File: src/rtl/mem_read_streamer_pkg.sv
// Shared definitions for the memory read streamer: FSM state encoding and
// the valid/ready stream convention (a word transfers when valid && ready).
package mem_read_streamer_pkg;

    typedef enum logic [1:0] {
        IDLE   = 2'd0,
        STREAM = 2'd1,
        FIN    = 2'd2
    } state_t;

    // A stream beat is accepted on any rising edge where both are high.
    function automatic logic beat(input logic valid, input logic ready);
        return valid && ready;
    endfunction

endpackage

File: src/rtl/mem_read_streamer.sv
// Reads COUNT consecutive words from a combinational-read memory starting at
// BASE_ADDR and presents them as a valid/ready stream with a last flag.
module mem_read_streamer
    import mem_read_streamer_pkg::*;
#(
    parameter int wordsize = 8,
    parameter int addrsize = 4
) (
    input  logic                clk,
    input  logic                rst,
    input  logic                start,
    input  logic [addrsize-1:0] base_addr,
    input  logic [addrsize:0]   count,
    output logic [addrsize-1:0] mem_addr,
    input  logic [wordsize-1:0] mem_readdata,
    output logic [wordsize-1:0] out_data,
    output logic                out_valid,
    input  logic                out_ready,
    output logic                out_last,
    output logic                busy,
    output logic                done
);

    localparam logic [addrsize:0]   REM_ZERO = '0;
    localparam logic [addrsize:0]   REM_ONE  = (addrsize+1)'(1);
    localparam logic [addrsize-1:0] PTR_ONE  = addrsize'(1);

    state_t              state;
    logic [addrsize-1:0] rd_ptr;
    logic [addrsize:0]   remaining;
    logic                load;

    assign mem_addr = rd_ptr;

    // The output register may be refilled when empty or being drained this cycle.
    assign load = (!out_valid || out_ready) && (remaining != REM_ZERO);

    always_ff @(posedge clk or posedge rst) begin
        if (rst) begin
            state     <= IDLE;
            rd_ptr    <= '0;
            remaining <= '0;
            out_data  <= '0;
            out_valid <= 1'b0;
            out_last  <= 1'b0;
            busy      <= 1'b0;
            done      <= 1'b0;
        end else begin
            case (state)
                IDLE: begin
                    done <= 1'b0;
                    if (start) begin
                        busy <= 1'b1;
                        if (count != REM_ZERO) begin
                            rd_ptr    <= base_addr;
                            remaining <= count;
                            state     <= STREAM;
                        end else begin
                            done  <= 1'b1;
                            state <= FIN;
                        end
                    end
                end
                STREAM: begin
                    if (load) begin
                        out_data  <= mem_readdata;
                        out_valid <= 1'b1;
                        out_last  <= (remaining == REM_ONE);
                        rd_ptr    <= rd_ptr + PTR_ONE;
                        remaining <= remaining - REM_ONE;
                    end else if (beat(out_valid, out_ready) && remaining == REM_ZERO) begin
                        out_valid <= 1'b0;
                        out_last  <= 1'b0;
                        done      <= 1'b1;
                        state     <= FIN;
                    end
                end
                FIN: begin
                    done  <= 1'b0;
                    busy  <= 1'b0;
                    state <= IDLE;
                end
                default: begin
                    done  <= 1'b0;
                    busy  <= 1'b0;
                    state <= IDLE;
                end
            endcase
        end
    end

endmodule

File: config.mk
export PLATFORM = sky130hd
export DESIGN_NAME = mem_read_streamer
export DESIGN_NICKNAME = d
export VERILOG_FILES = /design/src/rtl/mem_read_streamer_pkg.sv /design/src/rtl/mem_read_streamer.sv
export SDC_FILE = /design/constraint.sdc
export NUM_CORES = 1
export LEC_CHECK = 0
export BUFFER_PORTS_ARGS = -buffer_cell sky130_fd_sc_hd__buf_2
export CORE_MARGIN = 2
export CORE_UTILIZATION = 50
export CTS_CLUSTER_DIAMETER = 30
export DETAILED_ROUTE_END_ITERATION = 8
export PLACE_DENSITY = 0.84
export SLEW_MARGIN = 10
export SYNTH_ARGS = -nofsm -noshare
export SYNTH_HDL_FRONTEND = slang
export SYNTH_SLANG_ARGS = --single-unit
File: constraint.sdc
create_clock -name clk -period 2.5 [get_ports clk]
set_clock_uncertainty 0.15 [all_clocks]
set_input_delay 0.375 -clock clk [delete_from_list [all_inputs] [get_ports clk]]
set_output_delay 0.375 -clock clk [all_outputs]
set_load 0.02 [all_outputs]
==> results of run 1 <==
==> how the worst max path moves through the flow <==
| stage | to | slack, ps | cells past startpoint |
|---|---|---|---|
| global placement | remaining[1] | 480 | 6 |
| floorplan | out_data[0] | 530 | 6 |
| detailed placement | remaining[2] | 440 | 6 |
| CTS | remaining[1] | 380 | 6 |
| global route | remaining[1] | 300 | 6 |
| finish | remaining[1] | 390 | 6 |
==> per-layer routing <==
metal	global-route usage (%)	vias to the layer above
met5	0	-
met4	9.17	0
met3	3.06	4
met2	35.6	43
met1	24.3	490
li1	-	486
==> synthesized netlist by cell type (3+ instances only) <==
| master | count | area [sq um] |
|---|---|---|
| sky130_fd_sc_hd__nand2b_1 | 3 | 18.8 |
| sky130_fd_sc_hd__nor3b_1 | 3 | 22.5 |
| sky130_fd_sc_hd__nor2_1 | 10 | 37.5 |
| sky130_fd_sc_hd__o21ai_0 | 9 | 45.0 |
| sky130_fd_sc_hd__a21oi_1 | 8 | 40.0 |
| sky130_fd_sc_hd__nor3_1 | 3 | 15.0 |
| sky130_fd_sc_hd__inv_1 | 5 | 18.8 |
| sky130_fd_sc_hd__mux2_4 | 8 | 120 |
| sky130_fd_sc_hd__dfrtp_1 | 23 | 576 |
| sky130_fd_sc_hd__ha_1 | 4 | 50.1 |
| sky130_fd_sc_hd__nand2_1 | 5 | 18.8 |
| sky130_fd_sc_hd__o31ai_1 | 6 | 45.0 |
==> power by group through the flow <==
stage	sequential [mW]	clock, mW	combinational, mW
6_report	0.705	0.166	1.07
2_1_floorplan	0.837	0	0.691
4_1_cts	0.702	0.174	1.08
5_1_grt	0.727	0.192	1.16
3_5_place_dp	0.710	0	1.07
3_3_place_gp	0.690	0	1.04
==> flip-flops by register name, indices dropped and copies added, names as in the netlist <==
name,count
out_valid,1
remaining,5
out_data,8
busy,1
done,1
mem_addr,4
state,2
out_last,1
==> metrics by stage <==
stage	power (mW)	setup slack, ps	instance area (sq um)	std cells	util, %
after CTS	1.95	379	1480	182	60.6
after detailed placement	1.78	437	1450	178	59.6
after global placement	1.73	484	1450	178	59.6
final	1.94	386	1480	182	60.6
after global routing	2.08	300	1480	182	60.6
after floorplan	1.53	525	1250	115	-
==> final cells by class <==
| class | instances | area share, % |
|---|---|---|
| multi-input cells | 82 | 42.2 |
| flip-flops and latches | 23 | 39.0 |
| repair buffers | 38 | 13.2 |
| well taps | 30 | 2.54 |
| clock buffers | 4 | 1.78 |
| inverters | 5 | 1.27 |
==> kinds of logic after synthesis <==
group / after synthesis / synth area share, %
AOI/OAI and AO/OA: 31 / 16.7
adders and majority gates: 4 / 3.99
DFF: 23 / 45.9
buffers and inverters: 10 / 4.49
and+or+nand+nor: 37 / 17.8
muxes: 10 / 11.2
==> critical path: stages (launching register included) <==
cell	delay, ps
sky130_fd_sc_hd__dfrtp_1	470
sky130_fd_sc_hd__inv_1	120
sky130_fd_sc_hd__ha_1	140
sky130_fd_sc_hd__or4b_4	490
sky130_fd_sc_hd__a31oi_4	150
sky130_fd_sc_hd__or2_1	300
sky130_fd_sc_hd__mux2i_1	230
==> results_tabular.tex, run 1 <==
\begin{tabular}{lr}
\hline
Metric & Value \\
\hline
\multicolumn{2}{l}{\textbf{STA}} \\
\quad Final critical-path share of the clock period & 84.6\% \\
\quad Shortest period the worst path allows & 2110 ps \\
\quad \# setup viols final & 0 \\
\quad Highest clock frequency the design can meet & 0.473 GHz \\
\quad Number of pins exceeding their max-slew limit in the final report & 0 \\
\quad Tightest Pin Transition & 842 ps \\
\quad Unrepaired setup endpoints after global routing & false \\
\quad Rel. slew slack & 43.8\% \\
\quad Worst hold slack after final layout & 65.8 ps \\
\quad Final number of hold-violating endpoints & 0 \\
\quad Sum of negative setup slack & 0 ps \\
\multicolumn{2}{l}{\textbf{Synth}} \\
\quad Proportion of register bits with asynchronous set or reset after synthesis & 100\% \\
\quad Number of warnings reported in the yosys synthesis log & 0 \\
\quad Syn Area/Cell & 10.9 sq um \\
\quad Sequential area share after synthesis & 45.9\% \\
\quad Netlist area before placement & 0.00125 sq mm \\
\quad Top\_reg\_cell synth & sky130\_fd\_sc\_hd\_\_dfrtp\_1 \\
\quad Number of flops mapped to enable cells by yosys & 0 \\
\quad Synth Register Bits & 23 \\
\quad Post-Synthesis Net Count & 140 \\
\quad Number of distinct library cells after synthesis & 34 \\
\quad Post-synthesis instance total & 115 \\
\multicolumn{2}{l}{\textbf{Floorplan}} \\
\quad Area of the placeable core & 0.00243 sq mm \\
\quad Initial Util & 51.5\% \\
\quad Die Area & 0.00292 sq mm \\
\quad Die Y & 54.1 um \\
\quad Horiz. Die Dim & 54.1 um \\
\quad Std cell rows & 18 \\
\quad Ports & 37 \\
\multicolumn{2}{l}{\textbf{Global routing}} \\
\quad Number of global-route vias before repair & 950 \\
\quad Global route total overflow & 0 \\
\quad Maximum number of pins on one net before global-route repair & 24 \\
\quad Wire length of the first global-routing pass & 4200 um \\
\quad All-layer global routing usage & 20.3\% \\
\quad Antenna violations before repair & 0 \\
\multicolumn{2}{l}{\textbf{Clock network}} \\
\quad Post-CTS clock slew at the launch and capture registers of the worst setup and hold paths & 120 ps \\
\quad Clock tree from TritonCTS & yes \\
\quad Setup fix buffers added after clock tree synthesis & 0 \\
\quad Cell at the root of the clock tree & sky130\_fd\_sc\_hd\_\_clkbuf\_4 \\
\quad Number of gates resized after CTS & 0 \\
\quad Clock Tree Buf Depth & 2 \\
\quad Hold buffers post-CTS & 0 \\
\quad Number of buffers created by CTS & 3 \\
\quad Sink Count & 23 \\
\quad \# H-tree levels & 1 \\
\quad Skew-Pair Late Insertion Delay & 300 ps \\
\multicolumn{2}{l}{\textbf{Layout}} \\
\quad Area Overhead vs Synth & 17.7\% \\
\quad Register Area & 576 sq um \\
\quad Fraction of final layout cells with drive strength greater than 1 & 36.2\% \\
\quad Final \#Nets & 178 \\
\quad Layout fillers & 217 \\
\quad Most common library cell in the layout ignoring fill and taps & sky130\_fd\_sc\_hd\_\_buf\_2 \\
\quad Count of inserted antenna diode cells & 0 \\
\quad Area of the multi-input gates & 622 sq um \\
\quad Commonest cells after routing, fill and taps aside & sky130\_fd\_sc\_hd\_\_buf\_2, sky130\_fd\_sc\_hd\_\_dfrtp\_1, sky130\_fd\_sc\_hd\_\_nor2\_1, sky130\_fd\_sc\_hd\_\_o21ai\_0 \\
\multicolumn{2}{l}{\textbf{Drt}} \\
\quad Count of routing violations after the opening detailed-route iteration & 27 \\
\quad Via count & 1023 \\
\quad Total wire length after detailed routing & 2730 um \\
\quad Drc violations & 0 \\
\quad Average detailed-routed wire length per instance & 15.0 um \\
\quad First-pass detailed-route iteration total & 4 \\
\quad Met2 layer wire length in the routed design & 1340 um \\
\quad Metal-1 WL & 1170 um \\
\quad Antenna Violating Nets Remaining & 0 \\
\quad Via density per instance & 5.62 \\
\quad Highest metal used & met4 \\
\quad Met3 Routed Length & 184 um \\
\multicolumn{2}{l}{\textbf{Power}} \\
\quad Internal power component & 1.09 mW \\
\quad Switching Share & 44.0\% \\
\quad Switching power & 0.855 mW \\
\quad VDD IR max & 0.000810 V \\
\quad Relative contribution of sequential cells to total power & 36.3\% \\
\quad Clock power share & 8.5\% \\
\quad Leakage component of the power & 0.715 nW \\
\quad Power share of the combinational group & 55.2\% \\
\quad Total power per unit cell area & 1320 mW/mm\^{}2 \\
\multicolumn{2}{l}{\textbf{Outcome}} \\
\quad Status & completed \\
\multicolumn{2}{l}{\textbf{Worst setup path}} \\
\quad R2r setup slk & 390 ps \\
\quad Critical path peak fanout & 8 \\
\quad CP Data Required Time & 2580 ps \\
\quad Critical Path AT & 2190 ps \\
\quad Type of element capturing the critical path & register \\
\quad Start of the worst register-to-register path & remaining[0] \\
\quad Sort of element at the start of the critical path & register \\
\quad Worst setup path start & remaining[0] \\
\quad Number of cells on the worst reg-to-reg path & 6 \\
\quad End of the worst register-to-register path & remaining[1] \\
\quad Category of the critical setup timing path & reg2reg \\
\multicolumn{2}{l}{\textbf{Flow run}} \\
\quad Count of maximum capacitance violations & 0 \\
\multicolumn{2}{l}{\textbf{Place}} \\
\quad Post-DP HPWL & 2010 um \\
\quad Final estimated routing congestion in global placement & 0.893 \\
\quad Number of buffer cells added on primary ports & 36 \\
\multicolumn{2}{l}{\textbf{Min path}} \\
\quad Worst hold path type & in2async \\
\hline
\end{tabular}
No activity file was read; power rests on OpenSTA's default activity.
==> run 2, diff against run 1 <==
--- a/config.mk
+++ b/config.mk
@@ -7,10 +7,10 @@
 export LEC_CHECK = 0
 export BUFFER_PORTS_ARGS = -buffer_cell sky130_fd_sc_hd__buf_2
 export CORE_MARGIN = 2
-export CORE_UTILIZATION = 50
+export CORE_UTILIZATION = 45
 export CTS_CLUSTER_DIAMETER = 30
 export DETAILED_ROUTE_END_ITERATION = 8
-export PLACE_DENSITY = 0.84
+export PLACE_DENSITY = 0.8
 export SLEW_MARGIN = 10
 export SYNTH_ARGS = -nofsm -noshare
 export SYNTH_HDL_FRONTEND = slang
==> constraint.sdc (replaced) <==
create_clock -name clk -period 1.7 [get_ports clk]
set_clock_uncertainty 0.15 [all_clocks]
set_input_delay 0.255 -clock clk [delete_from_list [all_inputs] [get_ports clk]]
set_output_delay 0.255 -clock clk [all_outputs]
set_load 0.02 [all_outputs]
==> results_tabular.tex, run 2 (synthesized netlist as in run 1, its figures left out) <==
\begin{tabular}{lr}
\hline
Metric & Value \\
\hline
\multicolumn{2}{l}{\textbf{Outcome}} \\
\quad Status & finished with violations \\
\quad Failing checks & negative setup slack \\
\multicolumn{2}{l}{\textbf{Worst setup path}} \\
\quad Critical Path AT & 1990 ps \\
\quad Type of element capturing the critical path & register \\
\quad CP Data Required Time & 1750 ps \\
\quad Sort of element at the start of the critical path & register \\
\quad CP max stage delay & 500 ps \\
\quad Category of the critical setup timing path & reg2reg \\
\quad CP max stage cell & sky130\_fd\_sc\_hd\_\_or4b\_4 \\
\quad Critical path peak fanout & 6 \\
\quad Critical-path cell list & inv\_2 -> ha\_1 -> or4b\_4 -> and3\_2 -> mux2\_4 \\
\multicolumn{2}{l}{\textbf{STA}} \\
\quad Number of pins exceeding their max-slew limit in the final report & 0 \\
\quad Post-route worst setup slack & -234 ps \\
\quad Unrepaired setup endpoints after global routing & true \\
\quad Highest clock frequency the design can meet & 0.517 GHz \\
\quad Shortest period the worst path allows & 1930 ps \\
\quad Tightest Pin Transition & 329 ps \\
\quad \# setup viols final & 22 \\
\quad Final critical-path share of the clock period & 114\% \\
\quad Rel. slew slack & 77.9\% \\
\quad Final number of hold-violating endpoints & 0 \\
\multicolumn{2}{l}{\textbf{Global routing}} \\
\quad Wire length of the first global-routing pass & 4980 um \\
\quad Maximum number of pins on one net before global-route repair & 24 \\
\quad Number of global-route vias before repair & 1162 \\
\quad Global route total overflow & 0 \\
\quad Antenna violations before repair & 0 \\
\quad All-layer global routing usage & 19.7\% \\
\multicolumn{2}{l}{\textbf{Layout}} \\
\quad Largest register FFs & 8 \\
\quad Register Area & 576 sq um \\
\quad Area of the multi-input gates & 651 sq um \\
\quad Area Overhead vs Synth & 34.4\% \\
\quad Area of all placed cells without fillers & 0.00169 sq mm \\
\quad Final \#Nets & 199 \\
\quad Most flop-heavy register & out\_data \\
\quad Commonest cells after routing, fill and taps aside & sky130\_fd\_sc\_hd\_\_buf\_2, sky130\_fd\_sc\_hd\_\_dfrtp\_1, sky130\_fd\_sc\_hd\_\_buf\_4, sky130\_fd\_sc\_hd\_\_nor2\_1, sky130\_fd\_sc\_hd\_\_mux2\_4 \\
\quad Count of inserted antenna diode cells & 0 \\
\quad Layout fillers & 244 \\
\quad Most common library cell in the layout ignoring fill and taps & sky130\_fd\_sc\_hd\_\_buf\_2 \\
\quad Fraction of final layout cells with drive strength greater than 1 & 47.4\% \\
\multicolumn{2}{l}{\textbf{Drt}} \\
\quad Total wire length after detailed routing & 2980 um \\
\quad Via density per instance & 5.50 \\
\quad Average detailed-routed wire length per instance & 14.6 um \\
\quad First-pass detailed-route iteration total & 4 \\
\quad Count of routing violations after the opening detailed-route iteration & 47 \\
\quad Drc violations & 0 \\
\quad Antenna Violating Nets Remaining & 0 \\
\quad Via count & 1121 \\
\multicolumn{2}{l}{\textbf{Clock network}} \\
\quad Cell at the root of the clock tree & sky130\_fd\_sc\_hd\_\_clkbuf\_4 \\
\quad Sink Count & 23 \\
\quad Clock Tree Buf Depth & 2 \\
\quad Number of buffers created by CTS & 3 \\
\quad \# H-tree levels & 1 \\
\quad Clock tree from TritonCTS & yes \\
\quad Skew-Pair Late Insertion Delay & 300 ps \\
\quad Post-CTS clock slew at the launch and capture registers of the worst setup and hold paths & 130 ps \\
\multicolumn{2}{l}{\textbf{Floorplan}} \\
\quad Ports & 37 \\
\quad Die Y & 56.8 um \\
\quad Area of the placeable core & 0.00271 sq mm \\
\quad Std cell rows & 19 \\
\quad Initial Util & 46.3\% \\
\quad Die Area & 0.00322 sq mm \\
\quad Horiz. Die Dim & 56.8 um \\
\multicolumn{2}{l}{\textbf{Power}} \\
\quad VDD IR max & 0.00124 V \\
\quad Post-route total power & 3.29 mW \\
\quad Leakage component of the power & 0.825 nW \\
\quad Total power per unit cell area & 1950 mW/mm\^{}2 \\
\multicolumn{2}{l}{\textbf{Place}} \\
\quad Post-DP HPWL & 2240 um \\
\quad Final estimated routing congestion in global placement & 0.895 \\
\quad Number of buffer cells added on primary ports & 36 \\
\quad Dpl cell area & 0.00160 sq mm \\
\multicolumn{2}{l}{\textbf{Min path}} \\
\quad Worst hold path type & in2reg \\
\multicolumn{2}{l}{\textbf{Flow run}} \\
\quad Count of maximum capacitance violations & 0 \\
\hline
\end{tabular}
-- run 2: changes by cell type in the layout (fill, tap and decap cells not counted), sizes merged --
cell         before  now
and3              2    3
dlygate4sd3       0    1
buf              38   57
-- run 2: what timing repair did --
item / CTS / global route
cloned: 1 / 0
setup endpoints to repair: 22 / 22
endpoints found under the hold margin: 23 / 0
buffers inserted: 1 / 0
hold buffers: 1 / 0
resized for setup: 4 / 10
pin swaps: 2 / 1
-- run 2: worst max-delay path: cells and delay by family, from the launching register on --
family | cells | cell delay [ps]
adders and majority gates | 1 | 130
buffers and inverters | 1 | 60
DFF | 1 | 410
muxes | 1 | 310
and+or+nand+nor | 2 | 770
-- run 2: cell type report --
type | instances | share of cell area [%]
multi-input combinational | 83 | 38.6
sequential | 23 | 34.1
timing repair buffer | 58 | 22.3
tap | 31 | 2.30
clock buffer | 4 | 1.56
inverter | 5 | 1.11
-- run 2: metal layers --
metal,global-route usage (%),share of wire [%],vias to the layer above
met2,33.7,49,49
met5,0,0,-
met3,3.69,6.4,6
met1,24.5,43,529
li1,-,-,537
met4,7.31,1.2,0
-- run 2: power by group --
part	total [mW]	switching [mW]	internal, mW
clock	0.253	0.161	0.0914
sequential	0.974	0.168	0.807
combinational	2.06	1.06	1.01
total	3.29	1.39	1.90
-- run 2: through the flow --
step | worst slack [ps] | hold WS, ps | cells | setup TNS, ps | util [%]
after floorplan | -274 | 107 | 115 | -4570 | -
after global placement | -157 | 153 | 197 | -2640 | 59.0
after detailed placement | -224 | 164 | 197 | -3470 | 59.0
after CTS | -226 | 15.1 | 204 | -4080 | 61.3
after global routing | -307 | 2.98 | 204 | -5350 | 62.2
final | -234 | 23.4 | 204 | -3900 | 62.2
-- run 2: path summary, 6_finish.rpt --
kind | from | endpoint | slack, ps | cells past startpoint
setup / recovery | remaining[0] | out_data[0] | -230 | 5
hold / removal | mem_readdata[5] | out_data[5] | 20 | 2
setup reg to reg | remaining[0] | out_data[0] | -230 | 5
hold reg to reg | out_data[6] | out_data[6] | 370 | 1
max in group asynchronous | rst | remaining[2] | 810 | 4
min in group asynchronous | rst | out_data[3] | 360 | 4
